==> src/rtl/session_pkg.sv <==
// Shared types and constants for the session controller: FSM states, credential word
// layout and the fixed credential table.
package session_pkg;

  typedef enum logic [2:0] {
    StIdle,
    StCheck,
    StGranted,
    StFail,
    StLocked
  } state_e;

  localparam int unsigned ID_W    = 4;
  localparam int unsigned ID_LSB  = 12;
  localparam int unsigned PIN_W   = 12;
  localparam int unsigned PIN_LSB = 0;

  localparam logic [PIN_W-1:0] PIN_USER1 = 12'h476;
  localparam logic [PIN_W-1:0] PIN_USER2 = 12'h9A3;
  localparam logic [PIN_W-1:0] PIN_USER3 = 12'h0C5;
  localparam logic [PIN_W-1:0] PIN_USER4 = 12'hF10;

  function automatic logic [PIN_W-1:0] cred_pin(input logic [ID_W-1:0] id);
    logic [PIN_W-1:0] pin;
    case (id)
      4'd1:    pin = PIN_USER1;
      4'd2:    pin = PIN_USER2;
      4'd3:    pin = PIN_USER3;
      4'd4:    pin = PIN_USER4;
      default: pin = '0;
    endcase
    return pin;
  endfunction

endpackage

==> src/rtl/cred_rom.sv <==
// Combinational credential table: maps a user ID to its PIN and flags whether the ID
// names a real user.
module cred_rom
  import session_pkg::*;
#(
  parameter int unsigned NUM_USERS = 4
) (
  input  logic [ID_W-1:0]  id,
  output logic [PIN_W-1:0] pin,
  output logic             valid
);

  always_comb begin
    pin   = cred_pin(id);
    valid = (id != '0) && (id <= ID_W'(NUM_USERS));
  end

endmodule

==> src/rtl/session_controller.sv <==
// Access-control FSM: credential check, session grant with logout, and lockout after
// repeated failures. Define SESSION_TIMEOUT_EN to build the idle-timeout logout.
module session_controller
  import session_pkg::*;
#(
  parameter int unsigned DATA_W         = 16,
  parameter int unsigned NUM_USERS      = 4,
  parameter int unsigned MAX_FAILS      = 3,
  parameter int unsigned LOCKOUT_CYCLES = 64,
  parameter int unsigned IDLE_TIMEOUT   = 1024
) (
  input  logic              clk,
  input  logic              rst,
  input  logic [DATA_W-1:0] data_in,
  input  logic              data_in_load,
  input  logic              logout,
  input  logic              activity,
  output logic              access_grant,
  output logic [ID_W-1:0]   user_id,
  output logic              locked,
  output logic              auth_fail
);

  localparam int unsigned FAIL_W = $clog2(MAX_FAILS);
  localparam int unsigned LOCK_W = $clog2(LOCKOUT_CYCLES);

  state_e              state_q, state_d;
  logic                load_q;
  logic [DATA_W-1:0]   cred_q;
  logic [ID_W-1:0]     user_q;
  logic [FAIL_W-1:0]   fail_q;
  logic [LOCK_W-1:0]   lock_q;
  logic [ID_W-1:0]     rom_id;
  logic [PIN_W-1:0]    rom_pin;
  logic                rom_valid;
  logic                cred_match;
  logic                load_edge;
  logic                lock_done;
  logic                timeout;

  assign load_edge  = data_in_load & ~load_q;
  assign rom_id     = cred_q[ID_LSB +: ID_W];
  assign cred_match = rom_valid && (cred_q[PIN_LSB +: PIN_W] == rom_pin);
  assign lock_done  = (lock_q == LOCK_W'(LOCKOUT_CYCLES - 1));

  cred_rom #(
    .NUM_USERS (NUM_USERS)
  ) u_cred_rom (
    .id    (rom_id),
    .pin   (rom_pin),
    .valid (rom_valid)
  );

`ifdef SESSION_TIMEOUT_EN
  localparam int unsigned IDLE_W = $clog2(IDLE_TIMEOUT);
  logic [IDLE_W-1:0] idle_q;

  // Activity in the final cycle still rescues the session.
  assign timeout = ~activity && (idle_q == IDLE_W'(IDLE_TIMEOUT - 1));

  always_ff @(posedge clk) begin
    if (rst) begin
      idle_q <= '0;
    end else if (state_q == StGranted && !activity) begin
      idle_q <= idle_q + 1'b1;
    end else begin
      idle_q <= '0;
    end
  end
`else
  logic unused_activity;
  assign unused_activity = activity;
  assign timeout         = 1'b0;
`endif

  always_ff @(posedge clk) begin
    if (rst) begin
      state_q <= StIdle;
    end else begin
      state_q <= state_d;
    end
  end

  always_comb begin
    state_d = state_q;
    unique case (state_q)
      StIdle:    if (load_edge) state_d = StCheck;
      StCheck:   state_d = cred_match ? StGranted : StFail;
      StFail:    state_d = (fail_q == FAIL_W'(MAX_FAILS - 1)) ? StLocked : StIdle;
      StLocked:  if (lock_done) state_d = StIdle;
      StGranted: if (logout || timeout) state_d = StIdle;
      default:   state_d = StIdle;
    endcase
  end

  always_comb begin
    access_grant = (state_q == StGranted);
    locked       = (state_q == StLocked);
    auth_fail    = (state_q == StFail);
    user_id      = user_q;
  end

  always_ff @(posedge clk) begin
    if (rst) begin
      load_q <= 1'b0;
      cred_q <= '0;
      user_q <= '0;
      fail_q <= '0;
      lock_q <= '0;
    end else begin
      load_q <= data_in_load;
      if (state_q == StIdle && load_edge) begin
        cred_q <= data_in;
      end
      // user_q is nonzero exactly while the session is granted.
      if (state_q == StCheck && cred_match) begin
        user_q <= rom_id;
      end else if (state_d != StGranted) begin
        user_q <= '0;
      end
      if ((state_q == StCheck && cred_match) || (state_q == StLocked && lock_done)) begin
        fail_q <= '0;
      end else if (state_q == StFail) begin
        fail_q <= fail_q + 1'b1;
      end
      lock_q <= (state_q == StLocked) ? lock_q + 1'b1 : '0;
    end
  end

endmodule
==> config.mk <==
export PLATFORM = sky130hd
export DESIGN_NAME = session_controller
export DESIGN_NICKNAME = d
export VERILOG_FILES = /design/src/rtl/session_pkg.sv /design/src/rtl/cred_rom.sv /design/src/rtl/session_controller.sv
export SDC_FILE = /design/constraint.sdc
export NUM_CORES = 1
export LEC_CHECK = 0
export CORE_ASPECT_RATIO = 0.7
export CORE_MARGIN = 2
export CORE_UTILIZATION = 53
export CTS_BUF_LIST = sky130_fd_sc_hd__clkbuf_4
export DETAILED_ROUTE_END_ITERATION = 12
export GPL_TIMING_DRIVEN = 0
export PLACE_DENSITY = 0.81
export SLEW_MARGIN = 30
export SYNTH_ARGS = -nofsm -noshare
export SYNTH_HDL_FRONTEND = slang
export SYNTH_SLANG_ARGS = --single-unit
==> constraint.sdc <==
create_clock -name clk -period 2.8 [get_ports clk]
set_clock_uncertainty 0.2 [all_clocks]
set_input_delay 0.84 -clock clk [delete_from_list [all_inputs] [get_ports clk]]
set_output_delay 0.84 -clock clk [all_outputs]
set_load 0.05 [all_outputs]
==> results <==
- The worst register-to-register path has a setup slack of 0.56 ns.
- Entering global routing, the biggest net connects 11 pins.
- The vertical die dimension is 48.4 um.
- The via-per-instance ratio is 5.47.
- After clock tree synthesis, the clock-pin slew on the worst setup and hold paths is 0.10 ns.
- The aggregate global-route resource usage is 22.4%.
- The area growth from synthesis to layout is 25.0%.
- For this design, the sink count on the clock tree is 32.
- In this run the remaining antenna-violating nets after routing total 0.
- The effective utilization at floorplan is 54.5%.
- During I/O placement, the number of pins put on the boundary was 28.
- In this run the critical register-to-register path is captured at user_id[2]$_SDFFE_PP0P_.
- Yosys mapped the design onto 45 distinct sky130hd cell types.
- The kind of capture point of the worst setup path is an output pin.
- The tree is rooted in a sky130_fd_sc_hd__clkbuf_4.
- Synthesis handed over a netlist of 177 instances.
- The layout cell share with drive strength beyond 1 is 9.00%.
- The combined area of all synthesized cells is 1500 um2.
- In this run, CTS created clock tree buffers numbering 5.
- The routed design could run at a clock period as short as 2.64 ns.
- STA classifies the critical path startpoint as a flop.
- The initial antenna violation count is 0.
- The initial detailed-routing violation count is 43.
- CTS built an H-tree with a depth of 2.
- After synthesis the netlist holds a flip-flop and latch count of 32.
- The die width is 67.5 um.
- The total wire length is 3.26 mm.
- IR analysis of the VDD net gives a maximum drop of 0.303 mV.
- The initialized floorplan defines 16 standard-cell rows.
- The number of slew-limit violations in the final report is 0.
- Dividing the detail-routed wire length by the instance count gives 13.2 um.
- The region available for standard cell placement spans 2740 um2.
- TritonCTS built the clock tree.
- The final count of negative-setup-slack endpoints is 0.
- The first detailed-routing pass ran for 4 iterations.
- The number of global-route vias before repair came to 1292.
- The fraction of synthesis flops using an asynchronous set or reset pin is 0%.
- The maximum frequency from static timing analysis is 379 MHz.
- The finished cells cover 1870 um2.
- Dividing the final minimum period by the clock period gives 94.2%.
- The number of buffers added on ports is 26.
- The category of the critical setup timing path is reg2out.
- The wire length of the first global-routing pass is 5.61 mm.
- The die outline area is 3270 um2.
- The startpoint identified for the worst hold timing path is cred_q[6]$_SDFFE_PP0P_.
- Counting along the longest clock path gives a buffer depth of 2.
- The count of flip-flops with a built-in enable after synthesis is 0.
- Of all nets on the critical path, the largest fanout is 6.
- The worst hold path endpoint is cred_q[6]$_SDFFE_PP0P_.
- The startpoint identified for the worst register-to-register timing path is cred_q[12]$_SDFFE_PP0P_.
- In this run the static leakage power is 0.677 nW.
- The data arrival at the endpoint of the critical path is 1.60 ns.
- For this run, the leading register cell type out of synthesis is sky130_fd_sc_hd__dfxtp_1.
- The worst reg2reg path depth is 6.
- The worst slew margin relative to its limit is 60.4%.
- The total of hold buffers inserted after clock tree synthesis is 0.
- Routability-driven placement finished with a final weighted congestion of 0.828.
- The sequential-to-total area share from yosys stat is 42.8%.
- The source-to-sink clock delay at the later pin of the worst-skew pair is 0.34 ns.
- After detailed placement, the total cell area comes to 1800 um2.
- The worst hold-check path type is reg2reg.
- Once layout is complete, the cells apart from fillers number 247.
- Setup repair after global routing left no endpoint under its margin.
- The worst hold path passes through 2 cells.
- Summed over all nets, the half-perimeter wirelength after detailed placement is 2.44 mm.
- The total count of hold-check failures in the final report came to 0.
- The power per unit of standard cell area is 559 nW/um2.
- The fill cell instance count of the final layout is 224.
- The DRC violation count after routing is 0.
- The final net count is 233.
- For the final routed database, the setup TNS stands at 0 ns.
- Dividing the synthesized area by the synthesized cell count gives 8.45 um2.
- The flow ran to the end, and the final reports show no timing, DRC or antenna violations.
- The max-capacitance violation count is 0.
- The number of placed instances, taps included, is 239.
- The total power of the final layout is 1.05 mW.
- Data on the critical path is required at its endpoint by 1.76 ns.
- The repair_antennas step left the layout with diodes totalling 0.
- The final global-route overflow total is 0.
- For this run, the number of Yosys warnings is 0.
- The transition time at the pin with the least slew margin is 0.589 ns.
- The total vias in the final route is 1350.
- Synthesis produced a netlist with a net count of 200.
cell families (layout without fill, tap and decap cells):
family          after synthesis  count (layout)  share of synthesized area (%)
buf+inv                      17              51                           5.10
mux                           3               3                           2.09
simple gates                 77              77                           26.1
compound gates               38              38                           17.5
flops                        32              32                           42.8
xor+xnor                      8               8                           4.69
fa+ha+maj                     2               2                           1.67
area by class of cell:
class	instances	area [um2]	area share (%)
Inverter	6	22.5	1.20
Clock buffer	5	37.5	2.01
Multi-Input combinational cell	128	778	41.6
Sequential cell	32	641	34.3
Tap cell	36	45.0	2.41
Buffer	11	53.8	2.88
Timing Repair Buffer	26	254	13.6
Clock inverter	3	37.5	2.01
worst max-delay path, cell delays in order, from the launching register on:
cell                              delay (ns)
sky130_fd_sc_hd__dfxtp_1                0.37
sky130_fd_sc_hd__nor2_1                 0.19
sky130_fd_sc_hd__nand2_1                0.12
sky130_fd_sc_hd__inv_1                  0.08
sky130_fd_sc_hd__clkdlybuf4s15_1        0.49
routing by layer:
layer  routed length, um  GRT usage (%)  vias up
met5                   0              0        -
met4                  60           7.82        0
met3                 140           6.28        8
met2                1450           33.0       31
met1                1610           31.4      628
li1                    -              -      683
per-stage QoR:
stage          setup WS, ns  util (%)  hold slack [ns]
6_report              0.163      68.2            0.273
4_1_cts             0.00925      68.2            0.275
3_3_place_gp          0.126      65.6            0.241
2_1_floorplan         0.486         -            0.226
5_1_grt              0.0227      68.2            0.289
3_5_place_dp         0.0837      65.6            0.254
cell usage in the layout, fill, tap and decap left out, types with 2 or more instances in the layout:
cell	instances
sky130_fd_sc_hd__dfxtp_1	32
sky130_fd_sc_hd__and2_1	2
sky130_fd_sc_hd__nor2_1	15
sky130_fd_sc_hd__xnor2_1	5
sky130_fd_sc_hd__inv_1	6
sky130_fd_sc_hd__clkdlybuf4s50_1	23
sky130_fd_sc_hd__and3_1	3
sky130_fd_sc_hd__nand2_1	35
sky130_fd_sc_hd__buf_2	4
sky130_fd_sc_hd__clkinv_1	2
sky130_fd_sc_hd__nand3_1	4
sky130_fd_sc_hd__and4_1	2
sky130_fd_sc_hd__nor2b_1	2
sky130_fd_sc_hd__mux2i_1	2
sky130_fd_sc_hd__a32o_1	3
sky130_fd_sc_hd__xor2_1	3
sky130_fd_sc_hd__clkbuf_1	5
sky130_fd_sc_hd__or4_1	2
sky130_fd_sc_hd__a21oi_1	17
sky130_fd_sc_hd__clkbuf_4	5
sky130_fd_sc_hd__nor3_1	2
sky130_fd_sc_hd__o21ai_0	4
sky130_fd_sc_hd__a2111oi_1	2
sky130_fd_sc_hd__ha_1	2
sky130_fd_sc_hd__a211oi_1	2
timing repair:
item / CTS / global route
resized for setup: 3 / 3
endpoints found under the setup margin: 3 / 2
buffers inserted: 0 / 0
hold endpoints to repair: 0 / 0
how the worst max path moves through the flow:
stage / depth (start not counted) / end / from
after floorplan: 2 / auth_fail / state_q[2]$_SDFF_PP0_
after global placement: 3 / auth_fail / state_q[2]$_SDFF_PP0_
after detailed placement: 3 / auth_fail / state_q[2]$_SDFF_PP0_
after CTS: 3 / auth_fail / state_q[2]$_SDFF_PP0_
after global routing: 4 / locked / state_q[0]$_SDFF_PP0_
final: 4 / locked / state_q[0]$_SDFF_PP0_
where the power goes:
group | leakage (nW) | internal (mW) | switching [mW]
Sequential | 0.260 | 0.479 | 0.0211
Clock | 0.0403 | 0.182 | 0.162
Combinational | 0.377 | 0.0876 | 0.114
Total | 0.677 | 0.748 | 0.297
Yosys cell counts (2+ instances only):
cell type | instances | area, um2
sky130_fd_sc_hd__inv_1 | 6 | 22.5
sky130_fd_sc_hd__a32o_1 | 3 | 30.0
sky130_fd_sc_hd__a2111oi_1 | 2 | 20.0
sky130_fd_sc_hd__ha_1 | 2 | 25.0
sky130_fd_sc_hd__a211oi_1 | 2 | 15.0
sky130_fd_sc_hd__nand3_1 | 4 | 20.0
sky130_fd_sc_hd__and3_1 | 3 | 18.8
sky130_fd_sc_hd__a21oi_1 | 17 | 85.1
sky130_fd_sc_hd__and2_1 | 2 | 12.5
sky130_fd_sc_hd__clkbuf_1 | 5 | 18.8
sky130_fd_sc_hd__nor2b_1 | 2 | 12.5
sky130_fd_sc_hd__dfxtp_1 | 32 | 641
sky130_fd_sc_hd__o21ai_0 | 4 | 20.0
sky130_fd_sc_hd__xnor2_1 | 5 | 43.8
sky130_fd_sc_hd__nor2_1 | 15 | 56.3
sky130_fd_sc_hd__and4_1 | 2 | 17.5
sky130_fd_sc_hd__mux2i_1 | 2 | 20.0
sky130_fd_sc_hd__or4_1 | 2 | 15.0
sky130_fd_sc_hd__buf_2 | 4 | 20.0
sky130_fd_sc_hd__nor3_1 | 2 | 10.0
sky130_fd_sc_hd__xor2_1 | 3 | 26.3
sky130_fd_sc_hd__nand2_1 | 35 | 131
registers in the layout, summed over array words and instances, names as in the netlist:
register,cells
cred_q,16
lock_q,6
user_id,4
state_q,3
fail_q,2
load_q,1
Power figures use the tool's default switching activity.
